File: config.mk
export PLATFORM = sky130hd
export DESIGN_NAME = mem_arbiter
export DESIGN_NICKNAME = d
export VERILOG_FILES = /design/src/rtl/mem_arbiter.sv
export SDC_FILE = /design/constraint.sdc
export NUM_CORES = 1
export LEC_CHECK = 0
export CORE_AREA = 3 3 106 108
export CTS_CLUSTER_SIZE = 12
export DETAILED_ROUTE_END_ITERATION = 8
export DIE_AREA = 0 0 109 111
export PLACE_DENSITY = 0.73
export SLEW_MARGIN = 20
export SYNTH_ARGS = -nofsm -noshare
export SYNTH_HDL_FRONTEND = slang
export SYNTH_SLANG_ARGS = --single-unit
File: constraint.sdc
create_clock -name CLK -period 2.5 [get_ports CLK]
set_input_delay 0.5 -clock CLK [delete_from_list [all_inputs] [get_ports CLK]]
set_output_delay 0.5 -clock CLK [all_outputs]
set_load 0.01 [all_outputs]
File: src/rtl/mem_arbiter.sv
// Shares one RAM port between instruction fetch and data access.
// Data requests win ties until STREAK_MAX back-to-back data grants starve a pending fetch.
module mem_arbiter #(
    parameter int STREAK_MAX = 3,
    localparam int SW = (STREAK_MAX < 2) ? 1 : $clog2(STREAK_MAX + 1)
) (
    input  logic          CLK,
    input  logic          RST,
    input  logic          iREN,
    input  logic [31:0]   iaddr,
    output logic [31:0]   iload,
    output logic          iwait,
    input  logic          dREN,
    input  logic          dWEN,
    input  logic [31:0]   daddr,
    input  logic [31:0]   dstore,
    output logic [31:0]   dload,
    output logic          dwait,
    input  logic          halt,
    output logic          ramREN,
    output logic          ramWEN,
    output logic [31:0]   ramaddr,
    output logic [31:0]   ramstore,
    input  logic [31:0]   ramload,
    input  logic [1:0]    ramstate,
    output logic          err,
    output logic [1:0]    state_dbg,
    output logic [SW-1:0] streak_dbg
);

    typedef enum logic [1:0] {
        S_IDLE = 2'd0,
        S_IACC = 2'd1,
        S_DACC = 2'd2,
        S_ERR  = 2'd3
    } state_t;

    localparam logic [1:0]    RAM_ACCESS = 2'd2;
    localparam logic [1:0]    RAM_ERROR  = 2'd3;
    localparam logic [SW-1:0] STREAK_LIM = SW'(STREAK_MAX);

    state_t        state_q, state_d;
    logic [SW-1:0] streak_q, streak_d;
    logic          err_q, err_d;

    logic d_req;
    logic i_elig;
    logic at_max;
    logic ram_ok;
    logic ram_err;

    assign d_req   = dREN | dWEN;
    assign i_elig  = iREN & ~halt;
    assign at_max  = (streak_q == STREAK_LIM);
    assign ram_ok  = (ramstate == RAM_ACCESS);
    assign ram_err = (ramstate == RAM_ERROR);

    always_ff @(posedge CLK or posedge RST) begin
        if (RST) begin
            state_q  <= S_IDLE;
            streak_q <= '0;
            err_q    <= 1'b0;
        end else begin
            state_q  <= state_d;
            streak_q <= streak_d;
            err_q    <= err_d;
        end
    end

    always_comb begin
        state_d  = state_q;
        streak_d = streak_q;
        err_d    = err_q;
        ramREN   = 1'b0;
        ramWEN   = 1'b0;
        ramaddr  = '0;
        ramstore = '0;
        iwait    = 1'b0;
        dwait    = 1'b0;

        case (state_q)
            S_IDLE: begin
                iwait = iREN;
                dwait = d_req;
                if (i_elig && (!d_req || at_max)) begin
                    state_d = S_IACC;
                end else if (d_req) begin
                    state_d = S_DACC;
                end
            end

            S_IACC: begin
                ramREN  = 1'b1;
                ramaddr = iaddr;
                dwait   = d_req;
                iwait   = iREN & ~ram_ok;
                // A dropped request abandons the access even if the RAM answers this cycle.
                if (!iREN) begin
                    state_d = S_IDLE;
                end else if (ram_err) begin
                    state_d = S_ERR;
                    err_d   = 1'b1;
                end else if (ram_ok) begin
                    state_d  = S_IDLE;
                    streak_d = '0;
                end
            end

            S_DACC: begin
                // Both strobes high is resolved as a write.
                ramWEN   = dWEN;
                ramREN   = dREN & ~dWEN;
                ramaddr  = daddr;
                ramstore = dstore;
                iwait    = iREN;
                dwait    = d_req & ~ram_ok;
                if (!d_req) begin
                    state_d = S_IDLE;
                end else if (ram_err) begin
                    state_d = S_ERR;
                    err_d   = 1'b1;
                end else if (ram_ok) begin
                    state_d = S_IDLE;
                    if (!at_max) begin
                        streak_d = streak_q + SW'(1);
                    end
                end
            end

            S_ERR: begin
                iwait = iREN;
                dwait = d_req;
            end

            default: begin
                state_d = S_IDLE;
            end
        endcase
    end

    assign iload      = ramload;
    assign dload      = ramload;
    assign err        = err_q;
    assign state_dbg  = state_q;
    assign streak_dbg = streak_q;

endmodule
==> flow_summary.yaml, run 1 <==
yosys:
  yosys-top-cells-area: "buf_4 29%, a22oi_1 15%, and2_1 13%, nor2b_1 13%, dfrtp_1 7.6%"
  avgSynthCellArea_um2: 7.28
  async_reset_ff_share_pct: 100
  ys_seq_elements: 5
  synth_edf_count: 0
  synth_cells: 225
  yosys_warnings: 0
  synth_seq_area_share_pct: 7.63
  yosysTopAreaCell: "buf_4"
  synth_cell_types: 29
  synth_top_area_share_pct: 29.3
  netlist_area_mm2: 0.00164
  dominantRegCellSynth: "dfrtp_1"
  synth_fp_nets: 368
critical_path:
  startpoint_type: "flip-flop"
  max_stage_delay_ps: 530
  crit_chain: "inv_2 > ha_2 > buf_12 > and3b_1 > o21a_1 > clkdlybuf4s50_1"
  rrSetupSlack_ps: 690
  end_kind: "output pin"
  crit_arrival_ps: 1940
  crit_required_ps: 2000
  worstSetupPathType: "reg2out"
  r2r_cells: 7
  cp_slowest_cell: "clkdlybuf4s50_1"
  crit_path_max_fanout: 26
  r2r-start: "state_dbg[1]"
  rr_endpoint: "streak_dbg[0]"
die:
  die_w_um: 109
  fp.dieH_um: 111
  start_util_pct: 15.9
  num_rows: 37
  dieArea_mm2: 0.0121
  core_area_mm2: 0.0103
  io_pins: 273
routing:
  vias_per_cell: 3.99
  wl_um: 7010
  avgRoutedWirePerCell_um: 14.7
  dr.pass1.iters: 4
  drc: 0
  via_count: 1901
  antenna_left: 0
  drtIter0Drc: 129
sta:
  finClkSkew_ps: 1.00
  maxSlewHeadroom_pct: 80.2
  tightest_slew_ps: 296
  period_share_pct: 97.7
  fmax_ghz: 0.409
  finalHoldViolCount: 0
  finalSetupViolCount: 0
  period_needed_ps: 2440
  final_max_slew_viol_count: 0
cells_and_area:
  diodes: 0
  drive_above_1_share_pct: 7.35
  fin_area_mm2: 0.00329
  area_growth_pct: 100
  finalNetCount: 484
  final_util_pct: 31.8
worst_hold_path:
  hp-start: "err"
  min_path_type: "reg2reg"
  min_to: "err"
  hold_depth: 1
placement:
  placed_area_mm2: 0.00313
  portBuffers: 176
  routabilityCongestion: 0.817
  hpwl_um: 5730
clocking:
  clock_path_buffers: 2
  cts.sinks: 5
  ctsHoldBuffers: 0
  cts_buffers: 3
  clock_latency_ps: 220
  cts_root_buf: "clkbuf_8"
  htreeDepth: 1
  clkTransAtPathRegs_ps: 40
  cts_tree: "built"
status:
  status: "complete, no violations"
global_routing:
  grt_pass1_wl_um: 9970
  grt_pass1_vias: 1960
  grt_overflow: 0
  grt_usage_pct: 10.0
  grt_antenna_before_repair: 0
  grt_max_degree: 36
flow_run:
  drv_cap: 0
power:
  power.leakage_nw: 1.42
  power_mw: 3.09
  peakVddDrop_v: 0.000303
  powerDensity_mw_per_mm2: 940
==> power by group <==
part	internal, mW	switching (mW)
clock network	0.109	0.0391
registers	0.111	0.0271
logic	1.59	1.21
==> worst max path at each step <==
stage | from | to | cells past startpoint
floorplan | state_dbg[1] | ramaddr[28] | 6
global placement | ramstate[0] | dwait | 4
detailed placement | ramstate[0] | iwait | 4
CTS | state_dbg[0] | ramaddr[20] | 6
global route | state_dbg[1] | ramaddr[20] | 6
finish | state_dbg[0] | ramREN | 6
==> flip-flops by register name, indices dropped and copies added (netlist names) <==
name	flops
streak_dbg	2
state_dbg	2
err	1
==> kinds of logic after synthesis <==
| kind of cell | Yosys count | share of synthesized area [%] |
|---|---|---|
| buf+inv | 84 | 34.2 |
| fa+ha+maj | 7 | 5.34 |
| mux | 2 | 1.53 |
| compound gates | 49 | 22.4 |
| simple gates | 78 | 28.9 |
| flops | 5 | 7.63 |
==> what timing repair did <==
action	CTS	global route
gates cloned	0	1
resized for setup	5	25
pin swaps	0	0
setup buffers	1	0
endpoints found under the setup margin	27	34
==> final cells by class <==
type | count | area [um2]
flip-flops and latches | 5 | 125
fillers | 1096 | 7040
well taps | 136 | 170
multi-input cells | 136 | 981
repair buffers | 189 | 1940
clock buffers | 4 | 45.0
inverters | 6 | 22.5
==> metrics by stage <==
step / cells / setup slack (ps) / hold WS, ps / setup TNS [ps]
2_1_floorplan: 225 / 562 / 279 / 0
3_3_place_gp: 470 / 105 / 473 / 0
3_5_place_dp: 470 / 93.3 / 473 / 0
4_1_cts: 475 / 0.322 / 495 / 0
5_1_grt: 476 / -6.46 / 532 / -8.83
6_report: 476 / 57.4 / 482 / 0
==> worst max-delay path, delay by kind of cell (launching register included) <==
family          cells  cell delay [ps]
flops               1              380
fa+ha+maj           1              230
simple gates        1              170
buf+inv             3              830
compound gates      1              110
==> metal layers <==
metal  vias up  global-route usage (%)  share of wire [%]
met5         -                       0                  0
met4         0                    2.69                2.0
met3        28                    2.39                7.7
met2        71                    20.1                 54
met1       884                    9.88                 36
li1        918                       -                  -
==> cells in the mapped netlist (2+ instances only) <==
cell,instances
inv_1,6
nor2b_1,33
buf_4,64
o21bai_1,2
and2_1,33
dfrtp_1,5
nand2b_1,2
a21oi_1,3
ha_1,7
clkbuf_1,10
o21ai_0,3
nand2_1,6
buf_2,4
a22oi_1,32
==> layout by cell type, fill, tap and decap left out, types with 3 or more instances in the layout <==
cell	n
buf_4	5
a21oi_1	3
nand2_1	6
inv_1	4
dfrtp_1	5
o21ai_0	3
a22oi_1	32
and2_1	33
clkbuf_8	3
ha_1	4
nor2b_1	33
buf_6	4
clkdlybuf4s50_1	162
dlymetal6s2s_1	14
(Power assumes the default switching activity.)
==> run 2, diff against run 1 <==
--- a/config.mk
+++ b/config.mk
@@ -5,11 +5,11 @@
 export SDC_FILE = /design/constraint.sdc
 export NUM_CORES = 1
 export LEC_CHECK = 0
-export CORE_AREA = 3 3 106 108
+export CORE_AREA = 3 3 105 107
 export CTS_CLUSTER_SIZE = 12
 export DETAILED_ROUTE_END_ITERATION = 8
-export DIE_AREA = 0 0 109 111
-export PLACE_DENSITY = 0.73
+export DIE_AREA = 0 0 108 110
+export PLACE_DENSITY = 0.74
 export SLEW_MARGIN = 20
 export SYNTH_ARGS = -nofsm -noshare
 export SYNTH_HDL_FRONTEND = slang
==> constraint.sdc (replaced) <==
create_clock -name CLK -period 2.7 [get_ports CLK]
set_input_delay 0.54 -clock CLK [delete_from_list [all_inputs] [get_ports CLK]]
set_output_delay 0.54 -clock CLK [all_outputs]
set_load 0.01 [all_outputs]
==> run 2 against run 1 <==
  * Via count fell by 0.68%
  * First-iteration DRC count fell by 39%
  * Power shrank 11%
  * Cell count down 1.5%
  * Design area shrank 3.5%
  * Critical endpoint is now ramaddr[11]
  * Largest cell class unchanged
==> flow_summary.yaml, run 2 (synthesis gave the netlist of run 1 again) <==
routing:
  drtIter0Drc: 79
  wl_met2_um: 4000
  top_layer_used: "met4"
  wl_um: 7310
  drc: 0
  avgRoutedWirePerCell_um: 15.6
  dr_wl_met3_um: 468
  vias_per_cell: 4.03
  dr.pass1.iters: 5
  wl_met1_um: 2780
  antenna_left: 0
  via_count: 1888
clocking:
  htreeDepth: 1
  clock_path_buffers: 2
  cts_root_buf: "clkbuf_8"
  cts.sinks: 5
  clkTransAtPathRegs_ps: 40
  ctsHoldBuffers: 0
  cts_buffers: 3
  cts_tree: "built"
  clock_latency_ps: 220
placement:
  portBuffers: 176
  hpwl_um: 6080
  routabilityCongestion: 0.788
  place_ws_ps: 67.2
critical_path:
  end_kind: "output pin"
  cp_slowest_cell: "clkdlybuf4s50_1"
  worstSetupPathType: "reg2out"
  crit_chain: "inv_1 > ha_2 > buf_12 > nor2b_1 > clkdlybuf4s50_1"
  crit_family: "buffers and inverters"
  crit_path_max_fanout: 33
  path_buf_inv: 3
  crit_required_ps: 2160
  max_stage_delay_ps: 560
  crit_arrival_ps: 2070
  startpoint_type: "flip-flop"
sta:
  finalHoldViolCount: 0
  final_max_slew_viol_count: 0
  period_needed_ps: 2610
  period_share_pct: 96.5
  maxSlewHeadroom_pct: 81.6
  finalSetupViolCount: 0
  rsz0062_at_grt: "true"
  fmax_ghz: 0.384
  finClkSkew_ps: 2.17
  tns_ps: 0
  fin_worst_hold_slack_ps: 502
  tightest_slew_ps: 274
  finalWorstSetupSlack_ps: 93.3
global_routing:
  grt_pass1_vias: 1864
  grt_usage_pct: 10.8
  grt_max_degree: 36
  grt_overflow: 0
  grt_antenna_before_repair: 0
  grt_pass1_wl_um: 10300
die:
  io_pins: 273
  die_w_um: 108
  start_util_pct: 16.0
  fp.dieH_um: 110
  core_area_mm2: 0.0102
  dieArea_mm2: 0.0119
  num_rows: 37
cells_and_area:
  drive_above_1_share_pct: 5.11
  area_growth_pct: 93.4
  mostFrequentLayoutCell: "clkdlybuf4s50_1"
  finalNetCount: 477
  diodes: 0
  final_cell_mix: "175 x clkdlybuf4s50_1, 33 x nor2b_1, 33 x and2_1, 32 x a22oi_1, 6 x nand2_1"
power:
  peakVddDrop_v: 0.000567
  powerDensity_mw_per_mm2: 867
  power_mw: 2.75
  power.leakage_nw: 1.17
status:
  status: "complete, no violations"
worst_hold_path:
  min_path_type: "reg2reg"
flow_run:
  drv_cap: 0
[run 2: timing repair]
action,in CTS,in global routing
buffers inserted,0,0
resized for setup,2,6
endpoints found under the setup margin,7,34
[run 2: area by class of cell]
cell class | count | area (um2)
clock buffer | 4 | 45.0
multi-input combinational | 136 | 958
fill | 1053 | 7060
tap | 136 | 170
timing repair buffer | 182 | 1850
sequential | 5 | 126
inverter | 6 | 22.5
[run 2: where the power goes]
| part | internal [mW] | switching (mW) |
|---|---|---|
| Sequential | 0.104 | 0.0353 |
| Clock | 0.101 | 0.0374 |
| Combinational | 1.39 | 1.08 |
[run 2: routing by layer]
metal,GRT usage (%),up-vias
met3,2.27,12
met4,2.16,0
met2,19.8,75
met5,0,-
met1,13.2,896
li1,-,905
[run 2: metrics by stage]
stage                     utilization [%]  area (um2)  instances
after global placement               30.3        3100        465
after CTS                            30.8        3150        469
final                                31.0        3170        469
after detailed placement             30.3        3100        465
after floorplan                         -        1640        225
after global routing                 31.0        3170        469
[run 2: path summary, 6_finish.rpt]
check                      cells after the start  slack (ps)          from       endpoint
max                                            5          90  state_dbg[0]    ramaddr[11]
min                                            1         500           err            err
max reg2reg                                    7         770  state_dbg[0]  streak_dbg[0]
min reg2reg                                    1         500           err            err
max in group asynchronous                      2        1980           RST   state_dbg[0]
min in group asynchronous                      2         530           RST  streak_dbg[0]
==> run 3, diff against run 2 <==
--- a/config.mk
+++ b/config.mk
@@ -5,11 +5,12 @@
 export SDC_FILE = /design/constraint.sdc
 export NUM_CORES = 1
 export LEC_CHECK = 0
-export CORE_AREA = 3 3 105 107
+export ABC_AREA = 1
+export CORE_AREA = 4 4 103 105
 export CTS_CLUSTER_SIZE = 12
 export DETAILED_ROUTE_END_ITERATION = 8
-export DIE_AREA = 0 0 108 110
-export PLACE_DENSITY = 0.74
+export DIE_AREA = 0 0 107 109
+export PLACE_DENSITY = 0.78
 export SLEW_MARGIN = 20
 export SYNTH_ARGS = -nofsm -noshare
 export SYNTH_HDL_FRONTEND = slang
==> run 3 against run 2 <==
  * Via count increased by 17%
  * Critical endpoint is now ramaddr[17]
  * Fmax increased by 0.41%
  * Power decreased by 2.8%
  * Synthesized area increased by 5.7%
  * Setup slack improved by 11 ps
  * Wire length increased by 11%
  * Critical path depth increased by 1
  * Clock power decreased by 3%
  * Global-route usage increased by 1.7 points
  * Cell count increased by 19%
  * First-iteration DRC count increased by 54%
==> flow_summary.yaml, run 3 <==
clocking:
  cts_tree: "built"
  cts_buffers: 3
  cts.sinks: 5
  post_cts_buffers: 0
  clock_latency_ps: 220
  cts_root_buf: "clkbuf_8"
  clkTransAtPathRegs_ps: 40
  ctsHoldBuffers: 0
  clock_path_buffers: 2
  htreeDepth: 1
  cts_resized: 1
routing:
  avgRoutedWirePerCell_um: 14.6
  dr.pass1.iters: 4
  antenna_left: 0
  vias_per_cell: 3.98
  wl_um: 8120
  drtIter0Drc: 122
  drc: 0
  via_count: 2215
die:
  io_pins: 273
  start_util_pct: 18.0
  dieArea_mm2: 0.0117
  fp.dieH_um: 109
  num_rows: 36
  core_area_mm2: 0.00964
  die_w_um: 107
placement:
  hpwl_um: 6890
  placed_area_mm2: 0.00317
  routabilityCongestion: 0.759
  portBuffers: 176
yosys:
  synth_edf_count: 0
  yosys_warnings: 0
  synth_top_area_share_pct: 28.2
  async_reset_ff_share_pct: 100
  netlist_area_mm2: 0.00173
  synth_commonest_cells: "120 x nand2_1, 65 x buf_4, 47 x inv_1"
  ys_seq_elements: 5
  yosysTopAreaCell: "buf_4"
  avgSynthCellArea_um2: 5.47
  synth_fp_nets: 460
  synth_seq_area_share_pct: 7.22
  yosysMostFrequentCell: "nand2_1"
  synth_cell_types: 23
  synth_cells: 317
  dominantRegCellSynth: "dfrtp_1"
  yosys-top-cells-area: "buf_4 28%, nand2_1 26%, inv_1 10%, a21oi_1 9.5%, dfrtp_1 7.2%"
critical_path:
  crit_path_max_fanout: 35
  crit_chain: "inv_1 > ha_1 > inv_2 > buf_12 > a21oi_1 > clkdlybuf4s50_1"
  startpoint_type: "flip-flop"
  cp_slowest_cell: "clkdlybuf4s50_1"
  worstSetupPathType: "reg2out"
  max_stage_delay_ps: 570
  end_kind: "output pin"
  crit_arrival_ps: 2060
  crit_required_ps: 2160
cells_and_area:
  final_util_pct: 33.7
  area_growth_pct: 87.3
  drive_above_1_share_pct: 5.90
  diodes: 0
  finalNetCount: 568
  fin_area_mm2: 0.00325
  final_cell_mix: "173 x clkdlybuf4s50_1, 120 x nand2_1, 47 x inv_1, 33 x a21oi_1, 6 x ha_1"
  mostFrequentLayoutCell: "clkdlybuf4s50_1"
flow_run:
  drv_cap: 0
sta:
  final_max_slew_viol_count: 0
  tns_ps: 0
  period_needed_ps: 2600
  finClkSkew_ps: 2.60
  finalSetupViolCount: 0
  maxSlewHeadroom_pct: 84.6
  finalHoldViolCount: 0
  period_share_pct: 96.2
  fin_worst_hold_slack_ps: 513
  fmax_ghz: 0.385
  tightest_slew_ps: 230
global_routing:
  grt_antenna_before_repair: 0
  grt_overflow: 0
  grt_pass1_vias: 2221
  grt_pass1_wl_um: 11700
  grt_usage_pct: 12.5
  grt_max_degree: 36
power:
  peakVddDrop_v: 0.000402
  powerDensity_mw_per_mm2: 823
  power.leakage_nw: 1.52
status:
  status: "complete, no violations"
worst_hold_path:
  min_path_type: "reg2reg"
==> run 3: logic make-up after synthesis <==
kind of cell	count (synthesis)	share of synthesized area [%]
and+or+nand+nor	135	31.6
buffers and inverters	128	43.0
AOI/OAI and AO/OA	42	13.1
adders and majority gates	7	5.05
DFF	5	7.22
==> run 3: path summary, 6_finish.rpt <==
kind,start,endpoint,slack [ps],depth (start not counted)
max,state_dbg[1],ramaddr[17],100,6
min,streak_dbg[1],streak_dbg[1],510,2
max reg2reg,state_dbg[0],streak_dbg[0],1060,10
min reg2reg,streak_dbg[1],streak_dbg[1],510,2
max in group asynchronous,RST,state_dbg[1],1980,2
min in group asynchronous,RST,state_dbg[0],530,2
==> run 3: final cells by class <==
type / instances / area [um2]
Inverter: 49 / 184
Sequential cell: 5 / 128
Tap cell: 133 / 166
Multi-Input combinational cell: 184 / 865
Clock buffer: 4 / 45.0
Fill cell: 1024 / 6390
Timing Repair Buffer: 182 / 1860
==> run 3: through the flow <==
| stage | std cells | power (mW) | setup slack (ps) |
|---|---|---|---|
| floorplan | 317 | 1.37 | 775 |
| global placement | 553 | 2.47 | 192 |
| detailed placement | 553 | 2.53 | 171 |
| CTS | 557 | 2.69 | -3.27 |
| global route | 557 | 2.92 | -1.12 |
| finish | 557 | 2.67 | 104 |
==> run 3: layer usage <==
layer,part of all wire (%),routed length [um],GRT usage [%],vias to the layer above
met5,0,0,0,-
met4,2.6,213,4.47,0
met3,12,990,6.39,24
met2,51,4150,22.2,128
met1,34,2760,12.6,968
li1,-,-,-,1095
==> run 3: critical path, delay by kind of cell (launching register included) <==
family | cells | cell delay (ps)
AO/OA/AOI/OAI | 1 | 180
flip-flops | 1 | 430
buffers and inverters | 4 | 890
adder cells (fa/ha/maj) | 1 | 320
==> run 3: report_power, final <==
group / switching (mW) / leakage [nW] / total (mW) / internal [mW]
sequential: 0.0420 / 0.0577 / 0.150 / 0.108
clock: 0.0341 / 0.0228 / 0.135 / 0.101
combinational: 1.20 / 1.44 / 2.39 / 1.19
